**src/rtl/fifo_flex.sv**
```systemverilog
// fifo_flex: single-clock first-word fall-through FIFO of any depth, with occupancy count,
// almost-full/almost-empty flags and synchronous flush. Define FIFO_FLEX_ERR_FLAGS_EN for sticky overflow/underflow.
module fifo_flex #(
   parameter  int DATA_WIDTH = 8,
   parameter  int FIFO_DEPTH = 4,
   parameter  int AF_LEVEL   = FIFO_DEPTH - 1,
   parameter  int AE_LEVEL   = 1,
   localparam int CNT_W      = $clog2(FIFO_DEPTH + 1)
) (
   input  logic                  clk,
   input  logic                  rst_n,
   input  logic                  clr,
   input  logic [DATA_WIDTH-1:0] din,
   input  logic                  enq,
   output logic                  full_n,
   output logic [DATA_WIDTH-1:0] dout,
   input  logic                  deq,
   output logic                  empty_n,
   output logic                  almost_full_n,
   output logic                  almost_empty_n,
   output logic [CNT_W-1:0]      count,
   output logic                  overflow,
   output logic                  underflow
);

   localparam int PTR_W = (FIFO_DEPTH > 1) ? $clog2(FIFO_DEPTH) : 1;
   localparam logic [PTR_W-1:0] PTR_LAST = PTR_W'(FIFO_DEPTH - 1);

   logic [DATA_WIDTH-1:0] mem [FIFO_DEPTH];
   logic [PTR_W-1:0]      wr_ptr;
   logic [PTR_W-1:0]      rd_ptr;
   logic [CNT_W-1:0]      cnt_q;
   logic                  enq_ok;
   logic                  deq_ok;

   function automatic logic [PTR_W-1:0] ptr_inc(input logic [PTR_W-1:0] p);
      return (p == PTR_LAST) ? '0 : p + PTR_W'(1);
   endfunction

   // Status is decoded from the registered count only, never from enq/deq.
   assign full_n         = (cnt_q != CNT_W'(FIFO_DEPTH));
   assign empty_n        = (cnt_q != '0);
   assign almost_full_n  = !(cnt_q >= CNT_W'(AF_LEVEL));
   assign almost_empty_n = !(cnt_q <= CNT_W'(AE_LEVEL));
   assign count          = cnt_q;
   assign dout           = mem[rd_ptr];

   assign enq_ok = enq && full_n && !clr;
   assign deq_ok = deq && empty_n && !clr;

   always_ff @(posedge clk) begin
      if (enq_ok) begin
         mem[wr_ptr] <= din;
      end
   end

   always_ff @(posedge clk or negedge rst_n) begin
      if (!rst_n) begin
         wr_ptr <= '0;
         rd_ptr <= '0;
         cnt_q  <= '0;
      end else if (clr) begin
         wr_ptr <= '0;
         rd_ptr <= '0;
         cnt_q  <= '0;
      end else begin
         if (enq_ok) begin
            wr_ptr <= ptr_inc(wr_ptr);
         end
         if (deq_ok) begin
            rd_ptr <= ptr_inc(rd_ptr);
         end
         if (enq_ok && !deq_ok) begin
            cnt_q <= cnt_q + CNT_W'(1);
         end else if (deq_ok && !enq_ok) begin
            cnt_q <= cnt_q - CNT_W'(1);
         end
      end
   end

`ifdef FIFO_FLEX_ERR_FLAGS_EN
   logic ovf_q;
   logic unf_q;

   // Sticky until reset; a flush deliberately leaves them alone.
   always_ff @(posedge clk or negedge rst_n) begin
      if (!rst_n) begin
         ovf_q <= 1'b0;
         unf_q <= 1'b0;
      end else begin
         if (enq && !full_n) begin
            ovf_q <= 1'b1;
         end
         if (deq && !empty_n) begin
            unf_q <= 1'b1;
         end
      end
   end

   assign overflow  = ovf_q;
   assign underflow = unf_q;
`else
   assign overflow  = 1'b0;
   assign underflow = 1'b0;
`endif

endmodule
```
**config.mk**
```make
export PLATFORM = sky130hd
export DESIGN_NAME = fifo_flex
export DESIGN_NICKNAME = d
export VERILOG_FILES = /design/src/rtl/fifo_flex.sv
export SDC_FILE = /design/constraint.sdc
export NUM_CORES = 1
export LEC_CHECK = 0
export CORE_MARGIN = 3
export CORE_UTILIZATION = 43
export CTS_BUF_LIST = sky130_fd_sc_hd__clkbuf_8 sky130_fd_sc_hd__clkbuf_16
export DETAILED_ROUTE_END_ITERATION = 12
export GPL_TIMING_DRIVEN = 0
export PLACE_DENSITY_LB_ADDON = 0.2
export SYNTH_ARGS = -nofsm -noshare
export SYNTH_HDL_FRONTEND = slang
export SYNTH_SLANG_ARGS = --single-unit
```
**constraint.sdc**
```tcl
create_clock -name clk -period 2.26 [get_ports clk]
set_input_delay 0.226 -clock clk [delete_from_list [all_inputs] [get_ports clk]]
set_output_delay 0.226 -clock clk [all_outputs]
set_load 0.02 [all_outputs]
```
Word-level counts from Yosys, hierarchy flattened
Memory sizes are Yosys's and may differ from the RTL's. Index checks and enable logic that the tools add are counted.

$add $sub $neg: 4. Magnitude comparators: 2. Equality and inequality tests: 3. Multiplexer cells: 11. Reductions and logical operators: 15.

Operators with widths (count): 2-bit two-way mux (6); 3-bit two-way mux (3); 1-bit logical AND (6); 3-bit nonzero test (2); 1-bit zero test (5); 2-bit by 1-bit adder with 2-bit output, second input constant (2); 2-bit equality test, second input constant (2); 2-bit nonzero test (2); 3-bit by 1-bit adder with 3-bit output, second input constant (1); 3-bit by 2-bit greater-or-equal comparator with 1-bit output, second input constant (1); 3-bit by 1-bit less-or-equal comparator with 1-bit output, second input constant (1); 3-bit != test, second input constant (1); 3-bit by 1-bit subtractor with 3-bit output, second input constant (1); 1-bit two-way mux (2).

Bits in registers: 7. Bits in writable memories: 32. Word-level logic and storage cells: 39. Memories kept: 1.

Memories: mem (depth 4, width 8, rd ports 1, clocked after memory_dff 0, write ports 1, RTL line 29) `logic [DATA_WIDTH-1:0] mem [FIFO_DEPTH];`.

Depth between registers and ports, before layout
Gate-level depths: netlist of the first run.

Depth after elaboration: 8. Mapped depth: 6. Gate-level depth less buffers: 6.

Worst setup path before layout of the first run
OpenSTA, ideal clock, no wires.

Path type: flip-flop to flip-flop. Start point: reg cnt_q[1], in the netlist count[1]. End point: mem mem[3][0] (enable). Arrival time: 1.616 ns. Required time: 1.928 ns. Path slack: 0.312 ns. Stages on the path, launching flop included: 6. Buffers on the path: 0. Cells stage by stage: dfrtp_1 -> inv_1 -> ha_1 -> a21bo_2 -> nor2_1 -> and2_1.

Longest elaborated chain between the ends: 5.

RTL lines: from (decl) (RTL line 32) `logic [CNT_W-1:0] cnt_q;`; from (signal assigned) (RTL line 74) `cnt_q <= cnt_q + CNT_W'(1);`; from (signal assigned) (RTL line 76) `cnt_q <= cnt_q - CNT_W'(1);`; 3-bit != test (RTL line 41) `assign full_n = (cnt_q != CNT_W'(FIFO_DEPTH));`; 1-bit logical AND (2 in a row) (RTL line 48) `assign enq_ok = enq && full_n && !clr;`; 1-bit two-way mux (RTL line 52) `if (enq_ok) begin`; 1-bit two-way mux (implied by the code) (RTL line 53) `mem[wr_ptr] <= din;`; to (decl) (RTL line 29).

No other way between the ends.

Final worst setup path of the first run
Start point: reg cnt_q[0], in the netlist count[0]. End point: out empty_n.

Longest elaborated chain between the ends: 1.

RTL lines: 3-bit nonzero test (RTL line 42) `assign empty_n = (cnt_q != '0);`; to (decl) (RTL line 18) `output logic empty_n,`.

No other way between the ends.

==> metrics.yaml, run 1 <==
routing:
  vias: 937
  via_per_inst: 4.958
  drtIter0Drc: 22
  dr.pass1.iters: 3
  drc: 0
  wl_mm: 2.876
  drt-wirelength-per-cell_microns: 15.22
  ant_nets: 0
place:
  gp_congestion: 0.7801
  io_buffers: 26
  dp_hpwl_mm: 2.135
  postPlaceCellArea_sq_um: 2076
  dp_slack_ns: 0.07553
grt:
  grt_pass1_vias: 992
  grt_pass1_wl_mm: 4.678
  grt_use_total_pct: 13.14
  antenna_found_initial: 0
  grt_max_degree: 13
  grt_overflow: 0
clock_tree:
  h-tree-depth: 2
  hold_buffers: 0
  numCtsBuffers: 5
  clk_latency_ns: 0.29
  cts_sinks: 39
  clkSlewWorstSetupHoldPaths_ns: 0.07
  cts_tree: "done"
  clockBufferDepth: 2
  post_cts_buffers: 0
  cts_root_buffer: "clkbuf_8"
sta:
  worst_slack_ns: 0.1227
  fmax_mhz: 467.9
  hold_viol_final: 0
  tns_ns: 0
  fin_skew_ns: 0.007918
  fin_crit_ns: 2.137
  setup_violations: 0
  finalCritPeriodShare_pct: 94.57
  max_slew_margin_pct: 61.62
  whs_ns: 0.09886
  rsz0062_at_grt: "no"
  finalMaxSlewViolations: 0
  tightestPinTransition_ns: 0.5706
floorplanning:
  die_w_microns: 69.83
  start_util_pct: 46.11
  io_pins: 30
  core_area_sq_um: 3799
  placementRows: 22
  dieArea_sq_um: 4876
  die-height_microns: 69.83
critical_path:
  path_class: "reg -> out"
  worstPathRequired_ns: 2.03
  setup.worst_path.start_class: "register"
  worstPathArrival_ns: 1.91
  worstPathMaxFanout: 7
  critPathCaptureType: "output pin"
  r2r_end: "mem[1][2]"
  r2r-start: "count[0]"
  reg2reg_slack_ns: 0.27
  critPathCapture: "empty_n"
  rr_worst_depth: 5
  critPathLaunch: "count[0]"
pwr:
  irDropWorstVdd_mv: 0.5603
  p_leak_nw: 0.7861
  finalPower_mw: 2.323
  p_per_area_nw_per_um2: 1062
hold_path:
  min_from: "clr"
  hold_class: "in -> reg"
synthesis:
  synth_compound_area_share_pct: 5.643
  syn_area_sq_um: 1752
  ys_types: 28
  synthXorXnorAreaFrac_pct: 2.000
  synth_top_family_by_area: "multiplexers"
  syn-instance-count: 107
  synthSimpleGateAreaFrac_pct: 6.143
  muxShareOfSynthArea_pct: 10.29
  yosysSeqAreaShare_pct: 64.86
  synth_fa_ha_area_share_pct: 7.071
  avgSynthCellArea_sq_um: 16.37
  ys_seq_elements: 39
  yosysWarnings: 0
final_layout:
  fin_nets: 162
  fillerInstances: 307
  diodes: 0
  syn_to_final_growth_pct: 24.86
  final_area_sq_um: 2187
  layout-drive-gt1-share_pct: 20.57
run:
  maxCapViolCount: 0
run_status:
  status: "finished, final reports clean"
-- layout by cell type, fill, tap and decap left out, types with 4 or more instances in the layout --
cell             instances
dfrtp_1                  6
edfxtp_1                32
clkbuf_8                 5
mux4_2                   8
clkdlybuf4s50_1         25
ha_1                     9
nor2_1                   8
and2_2                   4
inv_1                    6
-- cell type report --
class | instances | area (sq um) | area share, %
Multi-Input combinational cell | 58 | 558.0 | 25.51
Clock inverter | 3 | 38.79 | 1.773
Buffer | 4 | 42.54 | 1.945
Timing Repair Buffer | 26 | 259.0 | 11.84
Sequential cell | 39 | 1137 | 52.00
Inverter | 6 | 22.52 | 1.030
Clock buffer | 5 | 68.82 | 3.146
Tap cell | 48 | 60.06 | 2.746
-- power by group --
group | switching [mW] | internal, mW | leakage, nW
clock | 0.222 | 0.323 | 0.0556
sequential | 0.0635 | 0.841 | 0.382
combinational | 0.437 | 0.436 | 0.348
total | 0.723 | 1.60 | 0.786
-- flip-flops by register name (all words and copies together) (netlist names) --
name / cells
count: 3
mem: 32
rd_ptr: 2
wr_ptr: 2
-- logic make-up after synthesis --
family,count (synthesis)
other,1
flip-flops,39
XOR/XNOR,4
multiplexers,8
buffers and inverters,11
adder cells (fa/ha/maj),10
AND/OR/NAND/NOR,20
AO/OA/AOI/OAI,14
-- critical path, stage by stage (launching register included) --
cell and delay, ns:
dfrtp_1 0.49, inv_1 0.11, ha_1 0.29, nand2b_4 0.14, clkdlybuf4s50_1 0.61
-- timing repair --
item,CTS,global route
pin swaps,0,0
endpoints found under the setup margin,6,41
resized for setup,2,5
-- Yosys cell counts --
| library cell | instances | area, sq um |
|---|---|---|
| a22oi_1 | 1 | 7.510 |
| buf_12 | 1 | 20.02 |
| nand3_1 | 1 | 5.000 |
| clkbuf_1 | 1 | 3.750 |
| nor2_1 | 8 | 30.03 |
| ha_1 | 9 | 112.6 |
| conb_1 | 1 | 3.750 |
| maj3_2 | 1 | 11.26 |
| mux4_2 | 8 | 180.2 |
| a21boi_0 | 1 | 7.510 |
| and2_1 | 5 | 31.28 |
| edfxtp_1 | 32 | 960.9 |
| dfrtp_1 | 7 | 175.2 |
| nor3_1 | 1 | 5.000 |
| nand2_1 | 3 | 11.26 |
| a22o_1 | 1 | 8.760 |
| xor2_1 | 2 | 17.52 |
| nand2_4 | 1 | 11.26 |
| nand2b_4 | 1 | 13.76 |
| buf_4 | 2 | 15.01 |
| a21oi_1 | 3 | 15.01 |
| a211oi_1 | 3 | 22.52 |
| o21ai_0 | 3 | 15.01 |
| a211oi_2 | 1 | 12.51 |
| inv_1 | 6 | 22.52 |
| xnor2_1 | 2 | 17.52 |
| a21bo_2 | 1 | 10.01 |
| buf_2 | 1 | 5.000 |
-- worst min-delay path by stage --
stage	to	slack, ns	cells past startpoint
after floorplan	count[0]	-0.07	0
after global placement	count[1]	0.40	2
after detailed placement	count[1]	0.40	2
after CTS	count[1]	0.09	2
after global routing	count[1]	0.1	2
final	count[1]	0.1	2
-- stage by stage --
stage	utilization, %	std cells
2_1_floorplan	-	108
3_3_place_gp	54.64	182
3_5_place_dp	54.64	182
4_1_cts	57.51	190
5_1_grt	57.58	189
6_report	57.58	189
-- metal layers --
metal | track usage, % | part of all wire, % | wire [microns]
met5 | 0 | 0 | 0
met1 | 14.24 | 42 | 1213
met2 | 22.25 | 52 | 1489
met3 | 4.928 | 4.3 | 123
met4 | 6.809 | 1.7 | 48
(Power assumes the default switching activity.)
==> run 2, diff against run 1 <==
clock period = 2.53 ns   (was 2.26 ns; I/O delays follow)
==> metrics.yaml, run 2 (synthesis gave the netlist of run 1 again) <==
critical_path:
  critPathCaptureType: "output pin"  # unchanged
  slowest_delay_ns: 0.56  # was 0.61 ns
  rr_worst_depth: 5  # unchanged
  crit_slowest_cell: "clkdlybuf4s50_1"  # unchanged
  setup.worst_path.start_class: "register"  # unchanged
  r2r_end: "mem[1][2]"  # unchanged
  critPathLaunch: "rd_ptr[0]"  # was count[0]
  worstPathMaxFanout: 10  # was 7
  r2r-start: "count[1]"  # was count[0]
  worstPathArrival_ns: 2.01  # was 1.91 ns
  reg2reg_slack_ns: 0.38  # was 0.27 ns
  crit_chain: "buf_2 > mux4_2 > clkdlybuf4s50_1"  # was inv_1 > ha_1 > nand2b_4 > clkdlybuf4s50_1
  path_class: "reg -> out"  # unchanged
  worstPathRequired_ns: 2.28  # was 2.03 ns
clock_tree:
  numCtsBuffers: 5  # unchanged
  cts_resized: 0  # was 2
  cts_root_buffer: "clkbuf_8"  # unchanged
  h-tree-depth: 2  # unchanged
  hold_buffers: 0  # unchanged
  clk_latency_ns: 0.29  # about the same
  clkSlewWorstSetupHoldPaths_ns: 0.07  # about the same
  cts_tree: "done"  # unchanged
  post_cts_buffers: 0  # unchanged
  clockBufferDepth: 2  # unchanged
  cts_sinks: 39  # unchanged
run_status:
  status: "finished, final reports clean"  # unchanged
routing:
  ant_nets: 0  # unchanged
  wl_mm: 2.884  # was 2.876 mm
  vias: 944  # was 937
  dr.pass1.iters: 3  # unchanged
  drc: 0  # unchanged
  drtIter0Drc: 20  # was 22
  drt-wirelength-per-cell_microns: 15.18  # was 15.22 microns
  via_per_inst: 4.968  # was 4.958
hold_path:
  min_from: "clr"  # unchanged
  min_to: "count[1]"  # unchanged
  hold_depth: 2  # unchanged
  hold_class: "in -> reg"  # unchanged
pwr:
  seq_power_share_pct: 38.4  # was 38.9%
  internal-power_mw: 1.430  # was 1.600 mW
  finalPower_mw: 2.076  # was 2.323 mW
  switching_share_pct: 31.10  # was 31.11%
  pwr-share-clk_pct: 23.4  # about the same
  p_leak_nw: 0.7862  # was 0.7861 nW
  switching_power_uw: 645.6  # was 722.8 uW
  irDropWorstVdd_mv: 0.4963  # was 0.5603 mV
  p_per_area_nw_per_um2: 950.7  # was 1062 nW/um^2
  power_frac_comb_pct: 38.2  # was 37.6%
grt:
  antenna_found_initial: 0  # unchanged
  grt_max_degree: 13  # unchanged
  grt_use_total_pct: 13.14  # unchanged
  grt_overflow: 0  # unchanged
  grt_pass1_wl_mm: 4.678  # unchanged
  grt_pass1_vias: 992  # unchanged
final_layout:
  final_area_sq_um: 2183  # was 2187 sq um
  final_cell_mix: "32 x edfxtp_1, 26 x clkdlybuf4s50_1, 9 x ha_1"  # was 32 x edfxtp_1, 25 x clkdlybuf4s50_1, 9 x ha_1
  layout.cells.non_filler: 190  # was 189
  fillerInstances: 307  # unchanged
  diodes: 0  # unchanged
  seqCellArea_sq_um: 1136  # was 1137 sq um
  largest_register_ffs: 32  # unchanged
  syn_to_final_growth_pct: 24.64  # was 24.86%
  mostFrequentLayoutCell: "edfxtp_1"  # unchanged
  top_register: "mem"  # unchanged
  fin_nets: 163  # was 162
  multi_input_area_sq_um: 553.0  # was 558.0 sq um
  layout-drive-gt1-share_pct: 16.90  # was 20.57%
sta:
  hold_viol_final: 0  # unchanged
  finalCritPeriodShare_pct: 89.51
  max_slew_margin_pct: 61.62  # unchanged
  fin_skew_ns: 0.007918  # about the same
  tns_ns: 0  # unchanged
  fin_crit_ns: 2.265
  setup_violations: 0  # unchanged
  rsz0062_at_grt: "no"  # unchanged
  tightestPinTransition_ns: 0.5706  # about the same
  fmax_mhz: 441.6
  finalMaxSlewViolations: 0  # unchanged
place:
  gp_congestion: 0.7801  # unchanged
  dp.cells: 182  # unchanged
  postPlaceCellArea_sq_um: 2076  # unchanged
  dp_hpwl_mm: 2.135  # unchanged
  io_buffers: 26  # unchanged
floorplanning:
  start_util_pct: 46.11  # unchanged
  core_area_sq_um: 3799  # unchanged
  io_pins: 30  # unchanged
  dieArea_sq_um: 4876  # unchanged
  die_w_microns: 69.83  # unchanged
  placementRows: 22  # unchanged
  die-height_microns: 69.83  # unchanged
run:
  maxCapViolCount: 0  # unchanged
## run 2: stage by stage
| stage | utilization, % | hold WS (ns) | worst slack, ns |
|---|---|---|---|
| floorplan | - | -0.04259 | 0.5824 |
| global placement | 54.64 | 0.4241 | 0.3660 |
| detailed placement | 54.64 | 0.4249 | 0.3455 |
| CTS | 57.48 | 0.1200 | 0.2238 |
| global route | 57.48 | 0.1266 | 0.1534 |
| finish | 57.48 | 0.1300 | 0.2653 |
## run 2: routing by layer
metal / part of all wire (%) / wire length, microns / GRT usage, %
met5: 0 / 0 / 0
met4: 1.7 / 48 / 6.809
met3: 4.3 / 124 / 4.928
met2: 52 / 1490 / 22.25
met1: 42 / 1219 / 14.24
## run 2: critical path, delay by kind of cell, from the launching register on
kind                   cells  cell delay, ns
buffers and inverters      2            0.86
flip-flops                 1            0.32
multiplexers               1            0.55
## run 2: layout make-up
type / count / area share (%)
inverters: 6 / 1.032
multi-input cells: 58 / 25.33
well taps: 48 / 2.751
flip-flops and latches: 39 / 52.03
plain buffers: 5 / 2.006
clock inverters: 3 / 1.777
repair buffers: 26 / 11.92
clock buffers: 5 / 3.152
## run 2: how the worst max path moves through the flow
stage                     cells after the start         to
after floorplan                               5  mem[3][0]
after global placement                        5  mem[0][1]
after detailed placement                      5  mem[1][6]
after CTS                                     3    dout[3]
after global routing                          3    dout[5]
final                                         3    dout[3]
## run 2: power groups by stage
stage          Combinational (mW)  Sequential (mW)  Clock, mW
2_1_floorplan               0.494            0.819          0
3_3_place_gp                0.796            0.807          0
3_5_place_dp                0.802            0.812          0
4_1_cts                     0.807            0.798      0.500
5_1_grt                     0.856            0.808      0.534
6_report                    0.793            0.797      0.486
